$ cat config.mk
export PLATFORM = sky130hd
export DESIGN_NAME = mem_arbiter_flat
export DESIGN_NICKNAME = d
export VERILOG_FILES = /design/src/rtl/mem_arbiter_pkg.sv /design/src/rtl/mem_arbiter_if.sv /design/src/rtl/mem_arbiter_rr_picker2.sv /design/src/rtl/mem_arbiter.sv /design/src/flat_wrapper.sv
export SDC_FILE = /design/constraint.sdc
export NUM_CORES = 1
export LEC_CHECK = 0
export CAP_MARGIN = 20
export CORE_AREA = 2 2 91 93
export CTS_CLUSTER_SIZE = 30
export DETAILED_ROUTE_END_ITERATION = 10
export DIE_AREA = 0 0 93 95
export GPL_TIMING_DRIVEN = 0
export HOLD_SLACK_MARGIN = 0.08
export PLACE_DENSITY = 0.83
export SETUP_SLACK_MARGIN = 0.2
export SLEW_MARGIN = 20
export SYNTH_ARGS = -nofsm -noshare
export SYNTH_HDL_FRONTEND = slang
export SYNTH_SLANG_ARGS = --single-unit
$ cat constraint.sdc
create_clock -name clk -period 1.9 [get_ports clk]
set_input_delay 0.38 -clock clk [delete_from_list [all_inputs] [get_ports clk]]
set_output_delay 0.38 -clock clk [all_outputs]
set_load 0.02 [all_outputs]
$ cat src/rtl/mem_arbiter_pkg.sv
`default_nettype none
// ============================================================================
// Module      : mem_arbiter_pkg
// Description : Shared constants for the data-memory arbiter: default bus
//               widths, FSM state encodings, port indices and a helper that
//               turns a read latency into the wait-counter load value.
// Revision    : 1.0 - initial release
// ============================================================================
package mem_arbiter_pkg;

   localparam int c_def_addr_width = 6;
   localparam int c_def_data_width = 16;

   typedef logic [1:0] state_t;

   localparam state_t c_st_idle   = 2'd0;
   localparam state_t c_st_access = 2'd1;
   localparam state_t c_st_wait   = 2'd2;

   localparam logic c_port_cpu    = 1'b0;
   localparam logic c_port_loader = 1'b1;

   // The wait counter counts down to zero, so it is loaded with latency-1.
   function automatic logic [1:0] lat_load(input int lat);
      return 2'(lat - 1);
   endfunction

endpackage
`default_nettype wire

$ cat src/rtl/mem_arbiter_if.sv
`default_nettype none
// ============================================================================
// Module      : mem_arbiter_if
// Description : Bus bundle between the two requesters, the arbiter and the
//               single-port data memory. The slave modport is the arbiter's
//               view; the master modport is the requester/memory side.
// Revision    : 1.0 - initial release
// ============================================================================
interface mem_arbiter_if
   import mem_arbiter_pkg::*;
#(
   parameter int ADDR_WIDTH = c_def_addr_width,
   parameter int DATA_WIDTH = c_def_data_width
);
   // port 0 (cpu)
   logic                  m0_req;
   logic                  m0_we;
   logic                  m0_lock;
   logic [ADDR_WIDTH-1:0] m0_addr;
   logic [DATA_WIDTH-1:0] m0_wdata;
   logic                  m0_gnt;
   logic                  m0_rvalid;
   logic [DATA_WIDTH-1:0] m0_rdata;
   // port 1 (loader / debug)
   logic                  m1_req;
   logic                  m1_we;
   logic                  m1_lock;
   logic [ADDR_WIDTH-1:0] m1_addr;
   logic [DATA_WIDTH-1:0] m1_wdata;
   logic                  m1_gnt;
   logic                  m1_rvalid;
   logic [DATA_WIDTH-1:0] m1_rdata;
   // memory side
   logic                  mem_we;
   logic [ADDR_WIDTH-1:0] mem_addr;
   logic [DATA_WIDTH-1:0] mem_data;
   logic [DATA_WIDTH-1:0] mem_in;

   modport slave (
      input  m0_req, m0_we, m0_lock, m0_addr, m0_wdata,
      output m0_gnt, m0_rvalid, m0_rdata,
      input  m1_req, m1_we, m1_lock, m1_addr, m1_wdata,
      output m1_gnt, m1_rvalid, m1_rdata,
      output mem_we, mem_addr, mem_data,
      input  mem_in
   );

   modport master (
      output m0_req, m0_we, m0_lock, m0_addr, m0_wdata,
      input  m0_gnt, m0_rvalid, m0_rdata,
      output m1_req, m1_we, m1_lock, m1_addr, m1_wdata,
      input  m1_gnt, m1_rvalid, m1_rdata,
      input  mem_we, mem_addr, mem_data,
      output mem_in
   );

endinterface
`default_nettype wire

$ cat src/rtl/mem_arbiter_rr_picker2.sv
`default_nettype none
// ============================================================================
// Module      : mem_arbiter_rr_picker2
// Description : Combinational two-way round-robin pick with ownership lock.
//               A lone requester always wins; on a tie the locked owner keeps
//               the memory, otherwise the port that did not win last time.
// Revision    : 1.0 - initial release
// ============================================================================
module mem_arbiter_rr_picker2
   import mem_arbiter_pkg::*;
(
   input  logic i_req0,
   input  logic i_req1,
   input  logic i_last,
   input  logic i_lock,
   input  logic i_owner,
   output logic o_winner,
   output logic o_valid
);

   // Tie-break: lock holds the owner (who is requesting on a tie), else alternate.
   always_comb begin
      o_valid  = i_req0 | i_req1;
      o_winner = c_port_cpu;
      if (i_req0 && i_req1) begin
         o_winner = i_lock ? i_owner : ~i_last;
      end else if (i_req1) begin
         o_winner = c_port_loader;
      end
   end

endmodule
`default_nettype wire

$ cat src/rtl/mem_arbiter.sv
`default_nettype none
// ============================================================================
// Module      : mem_arbiter
// Description : Shares the single-port data memory between the cpu (port 0)
//               and the loader/debug master (port 1). One transaction in
//               flight: IDLE picks and captures, ACCESS drives the memory and
//               pulses gnt, WAIT counts out the read latency and returns data.
// Revision    : 1.0 - initial release
// ============================================================================
module mem_arbiter
   import mem_arbiter_pkg::*;
#(
   parameter int ADDR_WIDTH   = c_def_addr_width,
   parameter int DATA_WIDTH   = c_def_data_width,
   parameter int READ_LATENCY = 1
) (
   input  logic         clk,
   input  logic         rst,
   mem_arbiter_if.slave bus
);

   localparam logic [1:0] c_lat_load = lat_load(READ_LATENCY);

   state_t                state_q,  state_d;
   logic                  owner_q,  owner_d;
   logic                  last_q,   last_d;
   logic                  lock_q,   lock_d;
   logic                  we_q,     we_d;
   logic [ADDR_WIDTH-1:0] addr_q,   addr_d;
   logic [DATA_WIDTH-1:0] wdata_q,  wdata_d;
   logic [1:0]            cnt_q,    cnt_d;
   logic [DATA_WIDTH-1:0] rdata0_q, rdata0_d;
   logic [DATA_WIDTH-1:0] rdata1_q, rdata1_d;

   logic pick_winner;
   logic pick_valid;
   logic rd_done;

   mem_arbiter_rr_picker2 u_picker (
      .i_req0   (bus.m0_req),
      .i_req1   (bus.m1_req),
      .i_last   (last_q),
      .i_lock   (lock_q),
      .i_owner  (owner_q),
      .o_winner (pick_winner),
      .o_valid  (pick_valid)
   );

   assign rd_done = (state_q == c_st_wait) && (cnt_q == 2'd0);

   // State and datapath registers; reset leaves port 0 to win the first tie.
   always_ff @(posedge clk) begin
      if (rst) begin
         state_q  <= c_st_idle;
         owner_q  <= c_port_cpu;
         last_q   <= c_port_loader;
         lock_q   <= 1'b0;
         we_q     <= 1'b0;
         addr_q   <= '0;
         wdata_q  <= '0;
         cnt_q    <= 2'd0;
         rdata0_q <= '0;
         rdata1_q <= '0;
      end else begin
         state_q  <= state_d;
         owner_q  <= owner_d;
         last_q   <= last_d;
         lock_q   <= lock_d;
         we_q     <= we_d;
         addr_q   <= addr_d;
         wdata_q  <= wdata_d;
         cnt_q    <= cnt_d;
         rdata0_q <= rdata0_d;
         rdata1_q <= rdata1_d;
      end
   end

   // Next state: pick and capture in IDLE, sample lock in ACCESS, count in WAIT.
   always_comb begin
      state_d  = state_q;
      owner_d  = owner_q;
      last_d   = last_q;
      lock_d   = lock_q;
      we_d     = we_q;
      addr_d   = addr_q;
      wdata_d  = wdata_q;
      cnt_d    = cnt_q;
      rdata0_d = rdata0_q;
      rdata1_d = rdata1_q;
      case (state_q)
         c_st_idle: begin
            if (pick_valid) begin
               state_d = c_st_access;
               owner_d = pick_winner;
               last_d  = pick_winner;
               if (pick_winner != owner_q) begin
                  lock_d = 1'b0;
               end
               if (pick_winner == c_port_loader) begin
                  we_d    = bus.m1_we;
                  addr_d  = bus.m1_addr;
                  wdata_d = bus.m1_wdata;
               end else begin
                  we_d    = bus.m0_we;
                  addr_d  = bus.m0_addr;
                  wdata_d = bus.m0_wdata;
               end
            end
         end
         c_st_access: begin
            lock_d = (owner_q == c_port_loader) ? bus.m1_lock : bus.m0_lock;
            if (we_q) begin
               state_d = c_st_idle;
            end else begin
               state_d = c_st_wait;
               cnt_d   = c_lat_load;
            end
         end
         c_st_wait: begin
            if (cnt_q == 2'd0) begin
               state_d = c_st_idle;
               if (owner_q == c_port_loader) begin
                  rdata1_d = bus.mem_in;
               end else begin
                  rdata0_d = bus.mem_in;
               end
            end else begin
               cnt_d = cnt_q - 2'd1;
            end
         end
         default: begin
            state_d = c_st_idle;
         end
      endcase
   end

   // Outputs: grant/write strobes from ACCESS, read return bypasses mem_in on its valid cycle.
   always_comb begin
      bus.m0_gnt    = (state_q == c_st_access) && (owner_q == c_port_cpu);
      bus.m1_gnt    = (state_q == c_st_access) && (owner_q == c_port_loader);
      bus.mem_we    = (state_q == c_st_access) && we_q;
      bus.mem_addr  = addr_q;
      bus.mem_data  = wdata_q;
      bus.m0_rvalid = rd_done && (owner_q == c_port_cpu);
      bus.m1_rvalid = rd_done && (owner_q == c_port_loader);
      bus.m0_rdata  = bus.m0_rvalid ? bus.mem_in : rdata0_q;
      bus.m1_rdata  = bus.m1_rvalid ? bus.mem_in : rdata1_q;
   end

endmodule
`default_nettype wire

$ cat src/flat_wrapper.sv
// flat-port wrapper written by rule: the top's interface ports become plain ports
module mem_arbiter_flat import mem_arbiter_pkg::*;
#(
   parameter int ADDR_WIDTH   = c_def_addr_width,
   parameter int DATA_WIDTH   = c_def_data_width,
   parameter int READ_LATENCY = 1
)
  (clk, rst, bus_m0_req, bus_m0_we, bus_m0_lock, bus_m0_addr, bus_m0_wdata, bus_m0_gnt, bus_m0_rvalid, bus_m0_rdata, bus_m1_req, bus_m1_we, bus_m1_lock, bus_m1_addr, bus_m1_wdata, bus_m1_gnt, bus_m1_rvalid, bus_m1_rdata, bus_mem_we, bus_mem_addr, bus_mem_data, bus_mem_in);
  mem_arbiter_if #(.ADDR_WIDTH(ADDR_WIDTH), .DATA_WIDTH(DATA_WIDTH)) bus_i ();
  input  logic clk;
  input  logic rst;
  input wire logic [$bits(bus_i.m0_req)-1:0] bus_m0_req;
  input wire logic [$bits(bus_i.m0_we)-1:0] bus_m0_we;
  input wire logic [$bits(bus_i.m0_lock)-1:0] bus_m0_lock;
  input wire logic [$bits(bus_i.m0_addr)-1:0] bus_m0_addr;
  input wire logic [$bits(bus_i.m0_wdata)-1:0] bus_m0_wdata;
  output wire logic [$bits(bus_i.m0_gnt)-1:0] bus_m0_gnt;
  output wire logic [$bits(bus_i.m0_rvalid)-1:0] bus_m0_rvalid;
  output wire logic [$bits(bus_i.m0_rdata)-1:0] bus_m0_rdata;
  input wire logic [$bits(bus_i.m1_req)-1:0] bus_m1_req;
  input wire logic [$bits(bus_i.m1_we)-1:0] bus_m1_we;
  input wire logic [$bits(bus_i.m1_lock)-1:0] bus_m1_lock;
  input wire logic [$bits(bus_i.m1_addr)-1:0] bus_m1_addr;
  input wire logic [$bits(bus_i.m1_wdata)-1:0] bus_m1_wdata;
  output wire logic [$bits(bus_i.m1_gnt)-1:0] bus_m1_gnt;
  output wire logic [$bits(bus_i.m1_rvalid)-1:0] bus_m1_rvalid;
  output wire logic [$bits(bus_i.m1_rdata)-1:0] bus_m1_rdata;
  output wire logic [$bits(bus_i.mem_we)-1:0] bus_mem_we;
  output wire logic [$bits(bus_i.mem_addr)-1:0] bus_mem_addr;
  output wire logic [$bits(bus_i.mem_data)-1:0] bus_mem_data;
  input wire logic [$bits(bus_i.mem_in)-1:0] bus_mem_in;
  assign bus_i.m0_req = bus_m0_req;
  assign bus_i.m0_we = bus_m0_we;
  assign bus_i.m0_lock = bus_m0_lock;
  assign bus_i.m0_addr = bus_m0_addr;
  assign bus_i.m0_wdata = bus_m0_wdata;
  assign bus_m0_gnt = bus_i.m0_gnt;
  assign bus_m0_rvalid = bus_i.m0_rvalid;
  assign bus_m0_rdata = bus_i.m0_rdata;
  assign bus_i.m1_req = bus_m1_req;
  assign bus_i.m1_we = bus_m1_we;
  assign bus_i.m1_lock = bus_m1_lock;
  assign bus_i.m1_addr = bus_m1_addr;
  assign bus_i.m1_wdata = bus_m1_wdata;
  assign bus_m1_gnt = bus_i.m1_gnt;
  assign bus_m1_rvalid = bus_i.m1_rvalid;
  assign bus_m1_rdata = bus_i.m1_rdata;
  assign bus_mem_we = bus_i.mem_we;
  assign bus_mem_addr = bus_i.mem_addr;
  assign bus_mem_data = bus_i.mem_data;
  assign bus_i.mem_in = bus_mem_in;
  mem_arbiter #(.ADDR_WIDTH(ADDR_WIDTH), .DATA_WIDTH(DATA_WIDTH), .READ_LATENCY(READ_LATENCY)) u_core (.clk(clk), .rst(rst), .bus(bus_i));
endmodule
; Word-level counts from Yosys, hierarchy flattened
; Index checks and enable logic that the tools add are counted.
[word_totals]
register_bits = 62
output_inout_bits = 59
[classes]
reduce_logical = 17
n_mux = 19
add_sub_neg = 1
n_bitwise = 3
eq_ne = 8
[op_table]
columns = cell, count
row1 = 16-bit 2-to-1 mux, 3
row2 = 3-bit AND reduction, 4
row3 = 2-bit 2-to-1 mux, 5
row4 = 1-bit logical AND, 7
row5 = 1-bit 2-to-1 mux, 7
row6 = 6-bit 2-to-1 mux, 1
row7 = "2-bit inequality test, second input constant", 3
row8 = 2-bit one-hot mux with 3 select lines, 1
row9 = 2-bit zero test, 2
row10 = "2-bit by 1-bit inequality test with 1-bit output, second input constant", 2
row11 = 2-bit one-hot mux with 2 select lines, 1
row12 = 2-bit AND reduction, 2
row13 = 2-bit nonzero test, 2
row14 = "2-bit by 1-bit == test with 1-bit output, second input constant", 1
row15 = "2-bit == test, second input constant", 1
row16 = 1-bit inverter, 2
row17 = 1-bit one-hot mux with 2 select lines, 1
row18 = "2-bit by 1-bit subtractor with 2-bit output, second input constant", 1
row19 = 1-bit inequality test, 1
row20 = 1-bit bitwise OR, 1

; Depth between registers and ports, before layout
[depth]
depth_word = 7
mapped_depth = 7
mapped_depth_nobuf = 6

; Cells and area by module
; A second synthesis with hierarchy kept.
[hier_totals]
cells_unflattened = 260
area_unflattened_um2 = 2722.6
[modules_own_cells]
columns = module, instances, area_each_um2, cells_each, seq_area_each_um2
row1 = mem_arbiter, 1, 2696.3, 255, 1241.2
row2 = mem_arbiter_rr_picker2, 1, 26.3, 5, 0.0

; Worst setup path before layout
; OpenSTA, ideal clock, no wires.
[synth_timing]
kind = register to output
startpoint = register u_core.state_q[0]
endpoint = output bus_m0_rdata[0]
t_arrival_ps = 1338
slack_ps = 182
path_buffers = 1
path_stages_with_launch = 6
cell_sequence = dfxtp_1 > inv_1 > ha_1 > nand3_4 > buf_6 > mux2_4
[synth_between]
elab_chain_len = 4
[synth_lines]
columns = element, line_no
row1 = from (decl), mem_arbiter.sv:24  ; state_t state_q, state_d;
row2 = from (signal assigned), mem_arbiter.sv:54  ; state_q <= c_st_idle;
row3 = from (signal assigned), mem_arbiter.sv:65  ; state_q <= state_d;
row4 = 2-bit == test, mem_arbiter.sv:49  ; assign rd_done = (state_q == c_st_wait) && (cnt_q == 2'd0);
row5 = 1-bit logical AND, mem_arbiter.sv:49
row6 = 1-bit logical AND, mem_arbiter.sv:144  ; bus.m0_rvalid = rd_done && (owner_q == c_port_cpu);
row7 = 16-bit 2-to-1 mux, mem_arbiter.sv:146  ; bus.m0_rdata = bus.m0_rvalid ? bus.mem_in : rdata0_q;
row8 = to (decl), flat_wrapper.sv:19  ; output wire logic [$bits(bus_i.m0_rdata)-1:0] bus_m0_rdata;
; No other way between the ends.

; Worst setup path after layout
[layout_timing]
startpoint = register u_core.cnt_q[1]
endpoint = output bus_m1_rdata[0]
[layout_between]
elab_chain_len = 4
[layout_lines]
columns = element, line_no
row1 = from (decl), mem_arbiter.sv:31  ; logic [1:0] cnt_q, cnt_d;
row2 = from (signal assigned), mem_arbiter.sv:72  ; cnt_q <= cnt_d;
row3 = 2-bit zero test, mem_arbiter.sv:49
row4 = 1-bit logical AND, mem_arbiter.sv:49
row5 = 1-bit logical AND, mem_arbiter.sv:145  ; bus.m1_rvalid = rd_done && (owner_q == c_port_loader);
row6 = 16-bit 2-to-1 mux, mem_arbiter.sv:147  ; bus.m1_rdata = bus.m1_rvalid ? bus.mem_in : rdata1_q;
row7 = to (decl), flat_wrapper.sv:27  ; output wire logic [$bits(bus_i.m1_rdata)-1:0] bus_m1_rdata;
; No other way between the ends.

==> metrics.md <==
| Metric | Value |
|---|---|
| Status | complete, but fails checks |
| Failing checks | setup timing |
| Vias in the first global route | around 3300 |
| HPWL Detailed | 7080 um |
| Die height | between 90 and 100 um |
| Primary FF master, synth | dfxtp_1 |
| Core box area | about 0.008 mm^2 |
| Clock root buffer | clkbuf_8 |
| Final Cycle Share | 1.09 |
| P per Cell Area | ~730 mW/mm^2 |
| VDD IR max | ~0.00037 V |
| Total GRT Usage | 0.237 |
| Synth Area in Compound Gates | 0.217 |
| Worst reg2reg path depth | 7 |
| Pre-CTS setup slack | -452 ps |
| Starting density of the core | 0.432 |
| Psw | 1.20 mW |
| RR Startpoint | u_core.owner_q |
| Fmax | 0.482 GHz |
| Final WS setup | -176 ps |
| Final Max Slew Viols | 0 |
| Die ar. | 0.00884 mm^2 |
| Global routing's busiest layer | met2 |
| Yosys reg bits | 62 |
| Reg power frac | 0.367 |
| Initial DRC count | 94 |
| Grt total ovfl | 0 |
| Hold Path Stages | 3 |
| Final RePlAce weighted congestion | 0.800 |
| Critical Path AT | approximately 1700 ps |
| Max cap viols | 0 |
| Critical path class | reg2out |
| Critical path startpoint category | flip-flop |
| R2r endpoint | u_core.bus.mem_data[7] |
| H-tree depth | 3 |
| Wire length per cell | 17.7 um |
| Max stage delay on crit path | approximately 330 ps |
| DP Cell Count | about 560 |
| Critical-path maximum fanout | 5 |
| WP data required | between 1500 and 2000 ps |
| Synth Area in Simple Gates | 0.199 |
| Syn avg cell area | 10.3 um^2 |
| First-pass GRT wire length | 16600 um |
| Combinational Power Share | 0.319 |
| Die Span X | 93 um |
| Row cnt | 33 |
| Pwr Total | a little under 4 mW |
| EDFF count, synth | 0 |
| CP Capture Type | output port |
| Flop2flop setup slack | 290 ps |
| Hold path endpoint | u_core.last_q |
| Total vias in the final route | around 3300 |
| Clk pwr share | 0.314 |
| Mapped Area | 0.00343 mm^2 |
| Buffers on Ports | 124 |
| Post-synthesis adder-cell area fraction | 0.0146 |
| CTS tree | built |
| Ys async rst share | 0 |
| Met1 usage | 0.278 |
| Area grow syn2layout | 58.0% |
| Fin crit period | 2080 ps |
| Hold crit path type | in2reg |
| Sw frac | 0.303 |
| Worst-path cell chain | inv_2 -> ha_4 -> nand3_4 -> buf_12 -> mux2_4 -> buf_6 |
| Clock transition at the registers of the reported paths | 70 ps |
| CP top delay family | buffers and inverters |
| Routed WL | 10500 um |
| Layout cells sized above 1 | 0.341 |
| Ys Warns | 0 |
| Xor/xnor share of the synthesized area | 0 |
| Commonest non-fill, non-tap cell in the layout | clkdlybuf4s50_1 |
| I/O pin total | 127 |
| Least-Margin Pin Slew | between 500 and 600 ps |
| Largest family of logic cells by synthesized area | compound AO/OA/AOI/OAI gates |
| TritonCTS buffer count | 9 |
| Most frequent cells in the layout | 69 x clkdlybuf4s50_1, 58 x dfxtp_1, 47 x buf_6 |
| Pre-antenna DRT Iters | 4 |
| Final #Nets | 555 |
| Met3 Use GR | 0.0702 |
| Initial antenna violation count | 0 |
| Ant. Diodes | 0 |
| Post-Synthesis Cells | 333 |
| Remaining antenna violation count | 0 |
| Mux contribution to synthesized area | 0.134 |
| Worst Skew | 5.38 ps |
| WP buf/inv | 3 |
| Sink Count | 62 |
| Hold Slack | 433 ps |
| RSZ-0062 raised after global routing | yes |
| CP max stage cell | dfxtp_2 |
| # DRC | 0 |
| Slew HR | 0.619 |
| Global routing usage on met2 | 0.415 |
| Sequential share of the synthesized area | 0.362 |
| CTS Buffer Depth | 2 |
| Post-Layout Cell Count | 592 |
| Leak | between 2 and 2.5 nW |
| Cell variety after synth | 36 |
| Final setup vio count | 32 |
| Int Pwr | 2.77 mW |
| Hold Fails Final Rpt | 0 |
| Clock latency on the worst-skew pair | 340 ps |
| Worst Hold Launch | bus_m1_req |
| Via/cell ratio | 5.49 |
| Mapped Nets | 405 |
| Largest net degree at the start of global routing | 11 |
[worst max-delay path by stage]
| stage | startpoint | slack, ps | to | depth (start not counted) |
|---|---|---|---|---|
| after floorplan | u_core.cnt_q[0] | 230 | bus_m0_rdata[0] | 5 |
| after global placement | u_core.cnt_q[0] | -400 | bus_m0_rdata[7] | 6 |
| after detailed placement | u_core.cnt_q[0] | -450 | bus_m0_rdata[9] | 6 |
| after CTS | u_core.cnt_q[0] | -180 | bus_m1_rdata[0] | 6 |
| after global routing | u_core.cnt_q[1] | -210 | bus_m1_rdata[0] | 6 |
| final | u_core.cnt_q[1] | -180 | bus_m1_rdata[0] | 6 |
[metrics by stage]
stage / setup TNS (ps) / instance area, um^2 / util
finish: -4500 / 5410 / 0.683
global route: -5900 / 5410 / 0.683
CTS: -4820 / 5170 / 0.653
detailed placement: -13830 / 4800 / 0.606
global placement: -11650 / 4800 / 0.606
floorplan: 0 / 3430 / -
[tightest hold or removal path, delay by kind of cell]
| family | cells | cell delay (ps) |
|---|---|---|
| buf+inv | 1 | 170 |
| compound gates | 2 | 190 |
[cell type report]
cell class | count | area [um^2]
fillers | 626 | 2520
plain buffers | 31 | 260
clock buffers | 10 | 128
clock inverters | 5 | 75.1
well taps | 105 | 131
repair buffers | 139 | 1480
multi-input cells | 232 | 2060
inverters | 8 | 35.0
flip-flops and latches | 62 | 1250
[timing repair]
action                                  in CTS  in global routing
endpoints found under the setup margin      57                 79
gates resized for setup                    234                 60
hold buffers                                 0                  0
buffers inserted                             6                  8
pin swaps                                    3                  3
cloned                                       1                  0
[cells by family after synthesis]
family	after synthesis
flip-flops	62
buffers and inverters	39
adder cells (fa/ha/maj)	4
AND/OR/NAND/NOR	109
multiplexers	35
AO/OA/AOI/OAI	84
[synthesized netlist by cell type (2+ instances only)]
| master | count | area [um^2] |
|---|---|---|
| ha_1 | 4 | 50.1 |
| mux2_4 | 18 | 270 |
| inv_1 | 7 | 26.3 |
| nand3_4 | 2 | 35.0 |
| nor2b_1 | 35 | 219 |
| nor3b_1 | 25 | 188 |
| buf_6 | 11 | 124 |
| o22ai_1 | 23 | 144 |
| buf_4 | 3 | 22.5 |
| and2_1 | 3 | 18.8 |
| dfxtp_1 | 62 | 1240 |
| nor3_1 | 24 | 120 |
| nand2_1 | 6 | 22.5 |
| clkbuf_1 | 9 | 33.8 |
| mux2_2 | 15 | 169 |
| a21oi_1 | 6 | 30.0 |
| mux2i_1 | 2 | 20.0 |
| o21bai_1 | 25 | 188 |
| a2111oi_0 | 3 | 26.3 |
| nor2_1 | 6 | 22.5 |
| nand2b_1 | 3 | 18.8 |
| buf_2 | 8 | 40.0 |
| a2111oi_2 | 20 | 300 |
[power by group through the flow]
stage / combinational [mW] / clock (mW) / sequential (mW)
after floorplan: 0.594 / 0 / 1.55
after global placement: 1.14 / 0 / 1.48
after detailed placement: 1.16 / 0 / 1.48
after CTS: 1.20 / 1.26 / 1.46
after global routing: 1.35 / 1.32 / 1.47
final: 1.27 / 1.25 / 1.45
[layer usage]
metal | wire (um) | vias up
met5 | 0 | -
met4 | 136 | 0
met3 | 967 | 14
met2 | 5160 | 156
met1 | 4230 | 1550
li1 | - | 1530
[registers in the layout, indices dropped and copies added (netlist names)]
signal,count
u_core.bus.mem_data,16
u_core.we_q,1
u_core.cnt_q,2
u_core.owner_q,1
u_core.bus.mem_addr,6
u_core.lock_q,1
u_core.rdata0_q,16
u_core.last_q,1
u_core.state_q,2
u_core.rdata1_q,16
Note: power is estimated with default switching activity, not from simulation.
